`config.mk`:
```
export PLATFORM = sky130hd
export DESIGN_NAME = fetch_ctrl
export DESIGN_NICKNAME = d
export VERILOG_FILES = /design/src/rtl/fetch_ctrl.sv
export SDC_FILE = /design/constraint.sdc
export NUM_CORES = 1
export LEC_CHECK = 0
export CAP_MARGIN = 30
export CORE_MARGIN = 2
export CORE_UTILIZATION = 45
export CTS_CLUSTER_DIAMETER = 40
export CTS_CLUSTER_SIZE = 14
export DETAILED_ROUTE_END_ITERATION = 16
export GPL_ROUTABILITY_DRIVEN = 0
export GPL_TIMING_DRIVEN = 0
export PLACE_DENSITY = 0.84
export SYNTH_ARGS = -nofsm -noshare
export SYNTH_HDL_FRONTEND = slang
export SYNTH_SLANG_ARGS = --single-unit
```
`constraint.sdc`:
```
create_clock -name clk -period 3.4 [get_ports clk]
set_clock_uncertainty 0.05 [all_clocks]
set_input_delay 0.51 -clock clk [delete_from_list [all_inputs] [get_ports clk]]
set_output_delay 0.51 -clock clk [all_outputs]
set_load 0.005 [all_outputs]
```
`src/rtl/fetch_ctrl.sv`:
```
// fetch_ctrl: instruction fetch sequencer driving PC/MAR/memory bus strobes,
// capturing the fetched word into ir, with a wait-state timeout into FAULT.
module fetch_ctrl #(
    parameter int WAIT_LIMIT = 15
) (
    input  logic        clk,
    input  logic        rst,
    input  logic        start,
    input  logic        mem_ready,
    input  logic        ir_ack,
    input  logic [15:0] data,
    output logic        pc_out,
    output logic        mar_load,
    output logic        mem_read,
    output logic        pc_increment,
    output logic [15:0] ir,
    output logic        ir_valid,
    output logic        busy,
    output logic        fault,
    output logic [7:0]  fetch_count
);
    typedef enum logic [2:0] {IDLE, ADDR, READ, HOLD, FAULT} state_t;
    localparam logic [7:0] LAST_WAIT = 8'(WAIT_LIMIT - 1);
    state_t      r_state;
    logic [7:0]  r_wait;
    logic [7:0]  r_count;
    logic [15:0] r_ir;
    logic        r_pc_out;
    logic        r_mar_load;
    logic        r_mem_read;
    logic        r_busy;
    logic        r_fault;
    logic        r_ir_valid;
    // Strobes are registered alongside the state so each is a clean flop output.
    always_ff @(posedge clk) begin
        if (rst) begin
            r_state    <= IDLE;
            r_wait     <= '0;
            r_count    <= '0;
            r_ir       <= '0;
            r_pc_out   <= 1'b0;
            r_mar_load <= 1'b0;
            r_mem_read <= 1'b0;
            r_busy     <= 1'b0;
            r_fault    <= 1'b0;
            r_ir_valid <= 1'b0;
        end else begin
            case (r_state)
                IDLE: if (start) begin
                    r_state    <= ADDR;
                    r_pc_out   <= 1'b1;
                    r_mar_load <= 1'b1;
                    r_busy     <= 1'b1;
                end
                ADDR: begin
                    r_state    <= READ;
                    r_pc_out   <= 1'b0;
                    r_mar_load <= 1'b0;
                    r_mem_read <= 1'b1;
                    r_wait     <= '0;
                end
                READ: if (mem_ready) begin
                    r_state    <= HOLD;
                    r_mem_read <= 1'b0;
                    r_ir       <= data;
                    r_ir_valid <= 1'b1;
                    r_count    <= r_count + 8'd1;
                end else if (r_wait == LAST_WAIT) begin
                    r_state    <= FAULT;
                    r_mem_read <= 1'b0;
                    r_fault    <= 1'b1;
                end else begin
                    r_wait <= r_wait + 8'd1;
                end
                HOLD: if (ir_ack) begin
                    r_state    <= IDLE;
                    r_ir_valid <= 1'b0;
                    r_busy     <= 1'b0;
                end
                default: ;
            endcase
        end
    end
    assign pc_increment = (r_state == READ) && mem_ready;
    assign pc_out       = r_pc_out;
    assign mar_load     = r_mar_load;
    assign mem_read     = r_mem_read;
    assign ir           = r_ir;
    assign ir_valid     = r_ir_valid;
    assign busy         = r_busy;
    assign fault        = r_fault;
    assign fetch_count  = r_count;
endmodule

```
==> results of run 1 <==
sequential cells by signal (all words and copies together) (netlist names):
signal and count:
fetch_count 8, mar_load 1, busy 1, r_wait 8, ir 16, fault 1
mem_read 1, r_state 3, ir_valid 1
cells by family (layout without fill, tap and decap cells):
group                    after synthesis  after routing  synth area share (%)
AO/OA/AOI/OAI                         55             55                  18.3
XOR/XNOR                               1              1                 0.495
adder cells (fa/ha/maj)                3              3                  2.12
buffers and inverters                 22             80                  5.80
flip-flops                            40             40                  45.3
multiplexers                           5              5                  2.90
AND/OR/NAND/NOR                       83             83                  25.1
final cells by class:
class	instances	area [um2]	area share, %
Buffer	15	76.3	3.13
Timing Repair Buffer	51	510	21.0
Sequential cell	40	801	32.9
Tap cell	48	60.1	2.47
Inverter	7	26.3	1.08
Clock buffer	7	96.3	3.96
Multi-Input combinational cell	147	865	35.5
worst min-delay path: stages (launching register included):
cell,delay (ns)
dfxtp_1,0.31
nand2_1,0.05
a21oi_1,0.05
power groups by stage:
stage | Clock (mW) | Sequential (mW) | Combinational [mW]
3_3_place_gp | 0 | 0.494 | 0.0982
3_5_place_dp | 0 | 0.495 | 0.0990
2_1_floorplan | 0 | 0.495 | 0.0461
5_1_grt | 0.367 | 0.485 | 0.109
6_report | 0.337 | 0.484 | 0.0993
4_1_cts | 0.346 | 0.484 | 0.0997
worst min-delay path by stage:
stage                start  endpoint  slack, ns  cells after the start
global route         ir[9]     ir[9]       0.43                      2
floorplan            fault     fault       0.39                      2
finish              ir[15]    ir[15]       0.40                      2
detailed placement   ir[8]     ir[8]       0.40                      2
CTS                 ir[11]    ir[11]       0.41                      2
global placement    ir[11]    ir[11]       0.39                      2
metrics by stage:
stage / power, mW / worst slack [ns]
after floorplan: 0.541 / 1.56
after global placement: 0.593 / 0.319
after detailed placement: 0.594 / 0.353
after CTS: 0.929 / 0.347
after global routing: 0.961 / 0.222
final: 0.920 / 0.357
per-layer routing:
metal	global-route usage (%)	part of all wire, %	vias up
met5	0	0	-
met2	30.9	45	57
met3	6.93	7.9	7
met1	23.2	45	755
met4	8.16	1.7	0
li1	-	-	853
placed cells by master, fill, tap and decap left out, types with 3 or more instances in the layout:
| cell type | count |
|---|---|
| clkbuf_1 | 10 |
| o21ai_0 | 3 |
| clkbuf_8 | 7 |
| or3b_2 | 4 |
| mux2i_1 | 4 |
| a211oi_1 | 4 |
| dfxtp_1 | 40 |
| clkdlybuf4s50_1 | 51 |
| o31ai_1 | 8 |
| nand3b_1 | 4 |
| or4_1 | 7 |
| nor2b_1 | 3 |
| nand2_1 | 39 |
| inv_1 | 7 |
| a21oi_1 | 35 |
| ha_1 | 3 |
| nor2_1 | 5 |
| nand4_1 | 4 |
| nand3_1 | 6 |
==> impl_results.md, run 1 <==
* Status: completed
* Hold Vio Cnt, Final at 0
* CP cell instances: clkdlybuf4s50_1 > nand4bb_1 > clkbuf_1 > inv_1 > buf_1 > clkdlybuf4s50_1
* Die Width at 66.7 um
* CP endpoint: pc_increment
* CP Depth at 6
* CP top delay family: buffers and inverters
* Number of max-cap violations at 0
* Placed insts at 308
* Clk slew on worst S/H paths at 0.07 ns
* CTS tree: yes
* Num CTS Buffers at 5
* Rows at 22
* Largest net degree at the start of global routing at 12
* Wire per inst at 12.3 um
* Part of the power in combinational logic at 10.8%
* Relative slew slack at 47.3%
* Final setup fails at 0
* Initial antenna violation count at 0
* Postcts setup bufs at 0
* Post-layout net count at 291
* Port buffer count at 51
* Syn-to-layout area delta at 37.7%
* Top post-synthesis cells by area: dfxtp_1 (45%), a21oi_1 (9.9%), nand2_1 (8.3%), o31ai_1 (3.4%), or4_1 (3.0%)
* Grt ovf at 0
* Largest stage delay, worst path at 0.58 ns
* Layout Cells excl Fill at 315
* Net Sw Frac at 22.1%
* Hold-fix buffers, CTS at 0
* CTS root buf: clkbuf_8
* Seq/Total Area, Yosys at 45.3%
* Worst R2R Setup Slack at 1.51 ns
* Post-Layout Inst Area at 0.00243 mm2
* Maximum fanout along the worst path at 10
* Hold WS at 0.404 ns
* Int Pwr at 717 uW
* Synth Warn # at 0
* Core area at 0.00372 mm2
* DR iter-0 viols at 62
* Main synth FF type: dfxtp_1
* Min Tclk post-route at 3.04 ns
* NetSw at 204 uW
* CTS H-tree depth at 2
* Worst skew pair latency at 0.29 ns
* Post-cts resize count at 0
* CP Capture Type: output pin
* Fillers at 315
* Final period utilization at 89.5%
* Fraction of layout instances using a drive strength above 1 at 7.49%
* First-pass detailed-route iteration total at 4
* DRC violations left at 0
* Bufs on Longest Clock Path at 2
* Drt via density at 5.31
* Fin. max-slew vios at 0
* Post-synth top cells: dfxtp_1 (40), nand2_1 (39), a21oi_1 (35)
* Clock share of power at 36.7%
* Worst path most repeated cell: clkdlybuf4s50_1
* N_diodes at 0
* Reg power frac at 52.6%
* Clock sink count at 40
* Setup TNS Final at 0 ns
* Number of global-route vias before repair at 1,534
* RR Startpoint: r_state[1]
* CP bufs+invs at 5
* Post-Syn Nets at 233
* Critical path data required time at 2.84 ns
* RSZ-0062 raised after global routing: no
* Crit path kind: input pin to output pin
* R2R cell count at 5
* Cells after Synth at 209
* Via Count at 1,672
* Cell area after synthesis at 0.00177 mm2
* Starting Density at 47.6%
* Post-route ant nets at 0
* Tightest Pin Transition at 0.784 ns
* CP max-delay cell: clkdlybuf4s50_1
* VDD IR-drop max at 0.330 mV
* Post-synth cell types at 38
* Die Y-Extent at 66.7 um
* Synth area leader: dfxtp_1
* Post-DP HPWL at 2760 um
* Die Area at 0.00445 mm2
* Number of synthesized flops with an enable pin at 0
* Asr flop ratio synth at 0%
* Area post-placement at 0.00234 mm2
* First-pass GRT wire length at 6510 um
* Power per cell area at 378 mW/mm2
* Yosys reg bits at 40
* Syn_area_per_cell at 8.46 um2
* Drt total wl at 3860 um
* Crit path DAT at 2.48 ns
* Ports at 52
* Lkg Pwr at 0.806 nW
* FMAX at 329 MHz
* Post-route core utilization at 65.5%
* Crit start category: input pin
* Top cell type's share of synthesized area at 45.3%
* GR Util All Layers at 19.3%
* RR Endpoint: r_wait[6]
* Hold Crit Class: flip-flop to flip-flop
* Count leader, synth: dfxtp_1
* Worst setup path startpoint: mem_ready
Note: power is estimated with default switching activity, not from simulation.
==> run 2, diff against run 1 <==
--- a/config.mk
+++ b/config.mk
@@ -6,14 +6,15 @@
 export NUM_CORES = 1
 export LEC_CHECK = 0
 export CAP_MARGIN = 30
+export CELL_PAD_IN_SITES_DETAIL_PLACEMENT = 1
+export CELL_PAD_IN_SITES_GLOBAL_PLACEMENT = 2
 export CORE_MARGIN = 2
-export CORE_UTILIZATION = 45
+export CORE_UTILIZATION = 29
 export CTS_CLUSTER_DIAMETER = 40
 export CTS_CLUSTER_SIZE = 14
 export DETAILED_ROUTE_END_ITERATION = 16
 export GPL_ROUTABILITY_DRIVEN = 0
-export GPL_TIMING_DRIVEN = 0
-export PLACE_DENSITY = 0.84
+export PLACE_DENSITY = 0.91
 export SYNTH_ARGS = -nofsm -noshare
 export SYNTH_HDL_FRONTEND = slang
 export SYNTH_SLANG_ARGS = --single-unit
==> run 2 against run 1 <==
Compared with the run above: sequential power up 0.8%; clock power up 23%; worst setup slack better by 0.62 ns; final area up 0.51%; power up 7.8%.
==> impl_results.md, run 2 (same netlist as run 1, synthesis figures left out) <==
* GR Util All Layers at 15.2% (-4.1 points)
* First-pass detailed-route iteration total at 4 (unchanged)
* Via Count at 1,670 (-0.12%)
* Clock share of power at 41.6% (+4.9 points)
* Worst R2R Setup Slack at 1.51 ns (about the same)
* Drt via density at 5.03 (-5.2%)
* Int Pwr at 773 uW (+7.8%)
* Crit start category: input pin
* First-pass GRT wire length at 7820 um (+20%)
* Die Area at 0.00674 mm2 (+52%)
* Postcts setup bufs at 0 (unchanged)
* Clock sink count at 40 (unchanged)
* Clk slew on worst S/H paths at 0.08 ns (about the same)
* Fillers at 701 (+120%)
* Final period utilization at 71.2% (-18 points)
* Hold Crit Class: flip-flop to flip-flop
* Largest stage delay, worst path at 0.56 ns (-0.02 ns)
* Rows at 28 (+27%)
* Setup TNS Final at 0 ns (unchanged)
* Num CTS Buffers at 5 (unchanged)
* Core area at 0.00592 mm2 (+59%)
* Lkg Pwr at 0.802 nW (-0.56%)
* Bufs on Longest Clock Path at 2 (unchanged)
* Grt ovf at 0 (unchanged)
* Fin. max-slew vios at 0 (unchanged)
* Number of max-cap violations at 0 (unchanged)
* Most frequent cells in the layout: clkdlybuf4s50_1 (51), dfxtp_1 (40), nand2_1 (39)
* Part of the power in combinational logic at 9.3% (-1.5 points)
* Post-layout net count at 280 (-3.8%)
* Status: completed
* Worst path most repeated cell: clkdlybuf4s50_1
* Number of global-route vias before repair at 1,668 (+8.7%)
* Port buffer count at 51 (unchanged)
* N_diodes at 0 (unchanged)
* Relative slew slack at 40.5% (-6.8 points)
* Die Width at 82.1 um (+23%)
* Post-DP HPWL at 3250 um (+17%)
* CTS H-tree depth at 2 (unchanged)
* CTS root buf: clkbuf_8
* CP endpoint: pc_increment
* Hold Vio Cnt, Final at 0 (unchanged)
* Post-route core utilization at 41.3% (-24 points)
* CP cell instances: clkdlybuf4s50_1 > nand4bb_1 > inv_1 > clkdlybuf4s50_1
* FMAX at 413 MHz (+26%)
* Critical path data required time at 2.84 ns (about the same)
* Die Y-Extent at 82.1 um (+23%)
* Largest net degree at the start of global routing at 26 (+14)
* Commonest non-fill, non-tap cell in the layout: clkdlybuf4s50_1
* Post-cts resize count at 0 (unchanged)
* Power per cell area at 406 mW/mm2 (+7.3%)
* Ports at 52 (unchanged)
* CP Capture Type: output pin
* Worst skew pair latency at 0.29 ns (about the same)
* Tightest Pin Transition at 0.886 ns (+0.102 ns)
* Initial antenna violation count at 0 (unchanged)
* CP max-delay cell: clkdlybuf4s50_1
* Reg power frac at 49.1% (-3.5 points)
* Max FFs per register at 16 (unchanged)
* Hold-fix buffers, CTS at 0 (unchanged)
* Fraction of layout instances using a drive strength above 1 at 8.17% (+0.68 points)
* RR Startpoint: r_state[1]
* Wire per inst at 13.8 um (+13%)
* Crit path kind: input pin to output pin
* DR iter-0 viols at 51 (-18%)
* Starting Density at 29.9% (-18 points)
* Net Sw Frac at 22.2% (+0.053 points)
* Area post-placement at 0.00233 mm2 (-0.53%)
* VDD IR-drop max at 0.154 mV (-53%)
* RSZ-0062 raised after global routing: no
* NetSw at 220 uW (+8.1%)
* Final setup fails at 0 (unchanged)
* CTS tree: yes
* Post-Layout Inst Area at 0.00245 mm2 (+0.51%)
* DRC violations left at 0 (unchanged)
* R2R cell count at 3 (-2)
* Min Tclk post-route at 2.42 ns (-0.621 ns)
* Maximum fanout along the worst path at 5 (-5)
* Syn-to-layout area delta at 38.4%
* Post-route ant nets at 0 (unchanged)
* Worst setup path startpoint: mem_ready
* Crit path DAT at 1.86 ns (-0.62 ns)
* RR Endpoint: r_wait[7]
* Drt total wl at 4590 um (+19%)
run 2: critical path, delay by kind of cell:
| kind | cells | cell delay [ns] |
|---|---|---|
| AND/OR/NAND/NOR | 1 | 0.15 |
| buffers and inverters | 3 | 1.20 |
run 2: per-stage QoR:
stage               power (mW)  std cells  worst slack [ns]  hold slack (ns)
floorplan                0.541        209              1.56            0.392
global placement         0.590        324             0.992            0.392
detailed placement       0.592        324             0.980            0.396
CTS                       1.01        332             0.977            0.408
global route              1.04        332             0.864            0.437
finish                   0.993        332             0.978            0.405
run 2: layer usage:
| layer | wire, um | vias up | track usage (%) |
|---|---|---|---|
| met5 | 0 | - | 0 |
| met2 | 2190 | 40 | 24.6 |
| met3 | 212 | 4 | 3.96 |
| li1 | - | 832 | - |
| met1 | 2130 | 794 | 19.4 |
| met4 | 55 | 0 | 5.50 |
run 2: cell type report:
class | count | area (um2) | share of cell area, %
inverters | 7 | 26.3 | 1.07
multi-input cells | 147 | 865 | 35.3
well taps | 75 | 93.8 | 3.83
repair buffers | 55 | 541 | 22.1
clock inverters | 2 | 38.8 | 1.58
flip-flops and latches | 40 | 801 | 32.7
clock buffers | 6 | 82.6 | 3.37
run 2: worst min path at each step:
stage	start	endpoint	slack [ns]	cells after the start
2_1_floorplan	fault	fault	0.39	2
3_3_place_gp	ir[2]	ir[2]	0.39	2
3_5_place_dp	ir[12]	ir[12]	0.40	2
4_1_cts	ir[12]	ir[12]	0.41	2
5_1_grt	ir[0]	ir[0]	0.44	2
6_report	ir[12]	ir[12]	0.41	2
run 2: power groups by stage:
stage               logic, mW  registers, mW  clock network (mW)
floorplan              0.0461          0.495                   0
global placement       0.0918          0.498                   0
detailed placement     0.0933          0.499                   0
CTS                    0.0939          0.488               0.430
global route            0.102          0.490               0.452
finish                 0.0919          0.488               0.413
==> run 3, diff against run 2 <==
--- a/config.mk
+++ b/config.mk
@@ -9,12 +9,12 @@
 export CELL_PAD_IN_SITES_DETAIL_PLACEMENT = 1
 export CELL_PAD_IN_SITES_GLOBAL_PLACEMENT = 2
 export CORE_MARGIN = 2
-export CORE_UTILIZATION = 29
+export CORE_UTILIZATION = 24
 export CTS_CLUSTER_DIAMETER = 40
 export CTS_CLUSTER_SIZE = 14
 export DETAILED_ROUTE_END_ITERATION = 16
 export GPL_ROUTABILITY_DRIVEN = 0
-export PLACE_DENSITY = 0.91
+export PLACE_DENSITY = 0.82
 export SYNTH_ARGS = -nofsm -noshare
 export SYNTH_HDL_FRONTEND = slang
 export SYNTH_SLANG_ARGS = --single-unit
==> constraint.sdc (replaced) <==
create_clock -name clk -period 2.22 [get_ports clk]
set_clock_uncertainty 0.05 [all_clocks]
set_input_delay 0.333 -clock clk [delete_from_list [all_inputs] [get_ports clk]]
set_output_delay 0.333 -clock clk [all_outputs]
set_load 0.005 [all_outputs]
==> run 3 against run 2 <==
Compared with the run above: cell count grew 8.7%; register-to-register slack got worse by 1.1 ns; routed wire length rose by 2.7%; critical path type unchanged; largest cell class unchanged.
==> impl_results.md, run 3 (same netlist as run 1, synthesis figures left out) <==
* Part of the power in combinational logic at 10.0% (+0.7 points)
* Port buffer count at 51 (unchanged)
* Power per cell area at 575 mW/mm2 (+42%)
* Min Tclk post-route at 2.03 ns
* DRC violations left at 0 (unchanged)
* Post-layout net count at 285 (+1.8%)
* Crit start category: input pin
* Syn-to-layout area delta at 40.8%
* Most frequent cells in the layout: clkdlybuf4s50_1 (51), dfxtp_1 (40), nand2_1 (39)
* DR iter-0 viols at 42 (-18%)
* Clock sink count at 40 (unchanged)
* CTS root buf: clkbuf_8
* CP Capture Type: output pin
* Hold Crit Class: flip-flop to flip-flop
* Hold WS at 0.401 ns (-0.00437 ns)
* Grt ovf at 0 (unchanged)
* Largest stage delay, worst path at 0.53 ns (-0.03 ns)
* Drt via density at 4.62 (-8.1%)
* Tot Pwr at 1.43 mW (+44%)
* Reg power frac at 52.2% (+3.1 points)
* Max FFs per register at 16 (unchanged)
* RSZ-0062 raised after global routing: no
* Number of global-route vias before repair at 1,715 (+2.8%)
* Int Pwr at 1.07 mW (+39%)
* Rows at 31 (+11%)
* First-pass GRT wire length at 8220 um (+5.2%)
* Lkg Pwr at 0.814 nW (+1.5%)
* Number of max-cap violations at 0 (unchanged)
* Fraction of layout instances using a drive strength above 1 at 9.92% (+1.8 points)
* CP cell instances: clkdlybuf4s50_1 > nand4bb_1 > inv_1 > clkdlybuf4s50_1
* Die Area at 0.00807 mm2 (+20%)
* Die Width at 89.8 um (+9.4%)
* Post-cts resize count at 0 (unchanged)
* Layout Cells excl Fill at 361 (+8.7%)
* Status: completed
* CTS H-tree depth at 2 (unchanged)
* Tightest Pin Transition at 0.464 ns (-0.422 ns)
* Maximum fanout along the worst path at 3 (-2)
* Postcts setup bufs at 0 (unchanged)
* Ports at 52 (unchanged)
* Hold Path Stages at 2 (unchanged)
* CP max-delay cell: clkdlybuf4s50_1
* Hold-fix buffers, CTS at 0 (unchanged)
* Relative slew slack at 69.0% (+28 points)
* Fin. max-slew vios at 0 (unchanged)
* Drt total wl at 4710 um (+2.7%)
* Wire per inst at 13.0 um (-5.6%)
* Critical path data required time at 1.84 ns (-1.00 ns)
* CTS tree: yes
* Crit path DAT at 1.65 ns (-0.21 ns)
* Commonest non-fill, non-tap cell in the layout: clkdlybuf4s50_1
* Worst skew pair latency at 0.30 ns (about the same)
* Post-DP HPWL at 3360 um (+3.5%)
* Core area at 0.00718 mm2 (+21%)
* Clock share of power at 37.8% (-3.8 points)
* R2R cell count at 3 (unchanged)
* Worst path most repeated cell: clkdlybuf4s50_1
* Placed insts at 353 (+9.0%)
* NetSw at 358 uW (+63%)
* Post-route ant nets at 0 (unchanged)
* Clk slew on worst S/H paths at 0.09 ns (about the same)
* Final period utilization at 91.5%
* VDD IR-drop max at 0.257 mV (+66%)
* Bufs on Longest Clock Path at 2 (unchanged)
* Initial antenna violation count at 0 (unchanged)
* Net Sw Frac at 25.0% (+2.8 points)
* First-pass detailed-route iteration total at 4 (unchanged)
* FMAX at 492 MHz
* Setup TNS Final at 0 ns (unchanged)
* Crit path kind: input pin to output pin
* GR Util All Layers at 12.5% (-2.7 points)
* Final setup fails at 0 (unchanged)
* Num CTS Buffers at 5 (unchanged)
* N_diodes at 0 (unchanged)
* Die Y-Extent at 89.8 um (+9.4%)
* Largest net degree at the start of global routing at 26 (unchanged)
* Starting Density at 24.6% (-5.2 points)
* Hold Vio Cnt, Final at 0 (unchanged)
* Via Count at 1,668 (-0.12%)
## run 3: critical path, delay by kind of cell
kind                   cells  cell delay (ns)
buffers and inverters      3             1.15
and+or+nand+nor            1             0.17
## run 3: layer usage
| layer | track usage (%) | wire length [um] | share of wire [%] | vias to the layer above |
|---|---|---|---|---|
| met5 | 0 | 0 | 0 | - |
| met4 | 5.77 | 91 | 1.9 | 0 |
| met3 | 3.52 | 238 | 5.1 | 5 |
| met2 | 19.6 | 2080 | 44 | 39 |
| met1 | 15.9 | 2300 | 49 | 784 |
| li1 | - | - | - | 840 |
## run 3: power by group through the flow
| stage | combinational [mW] | sequential, mW | clock, mW |
|---|---|---|---|
| finish | 0.144 | 0.746 | 0.541 |
| global route | 0.159 | 0.750 | 0.600 |
| CTS | 0.147 | 0.746 | 0.561 |
| detailed placement | 0.147 | 0.763 | 0 |
| global placement | 0.146 | 0.763 | 0 |
| floorplan | 0.0706 | 0.758 | 0 |
## run 3: worst paths after layout
| check | from | endpoint | slack (ns) |
|---|---|---|---|
| min reg2reg | fault | fault | 0.40 |
| max | mem_ready | pc_increment | 0.19 |
| min | fault | fault | 0.40 |
| max reg2reg | r_state[1] | r_wait[7] | 0.37 |
## run 3: metrics by stage
stage / setup WS, ns / util [%] / instance area [um2]
3_5_place_dp: 0.0770 / 33.4 / 2390
4_1_cts: 0.160 / 34.7 / 2490
6_report: 0.189 / 34.7 / 2490
3_3_place_gp: 0.0950 / 33.4 / 2390
2_1_floorplan: 0.451 / - / 1770
5_1_grt: 0.0778 / 34.7 / 2490
## run 3: final cells by class
cell class	count	area, um2
clock inverters	2	13.8
clock buffers	6	82.6
inverters	7	26.3
repair buffers	60	578
multi-input cells	147	865
flip-flops and latches	40	801
well taps	99	124
fillers	845	4690
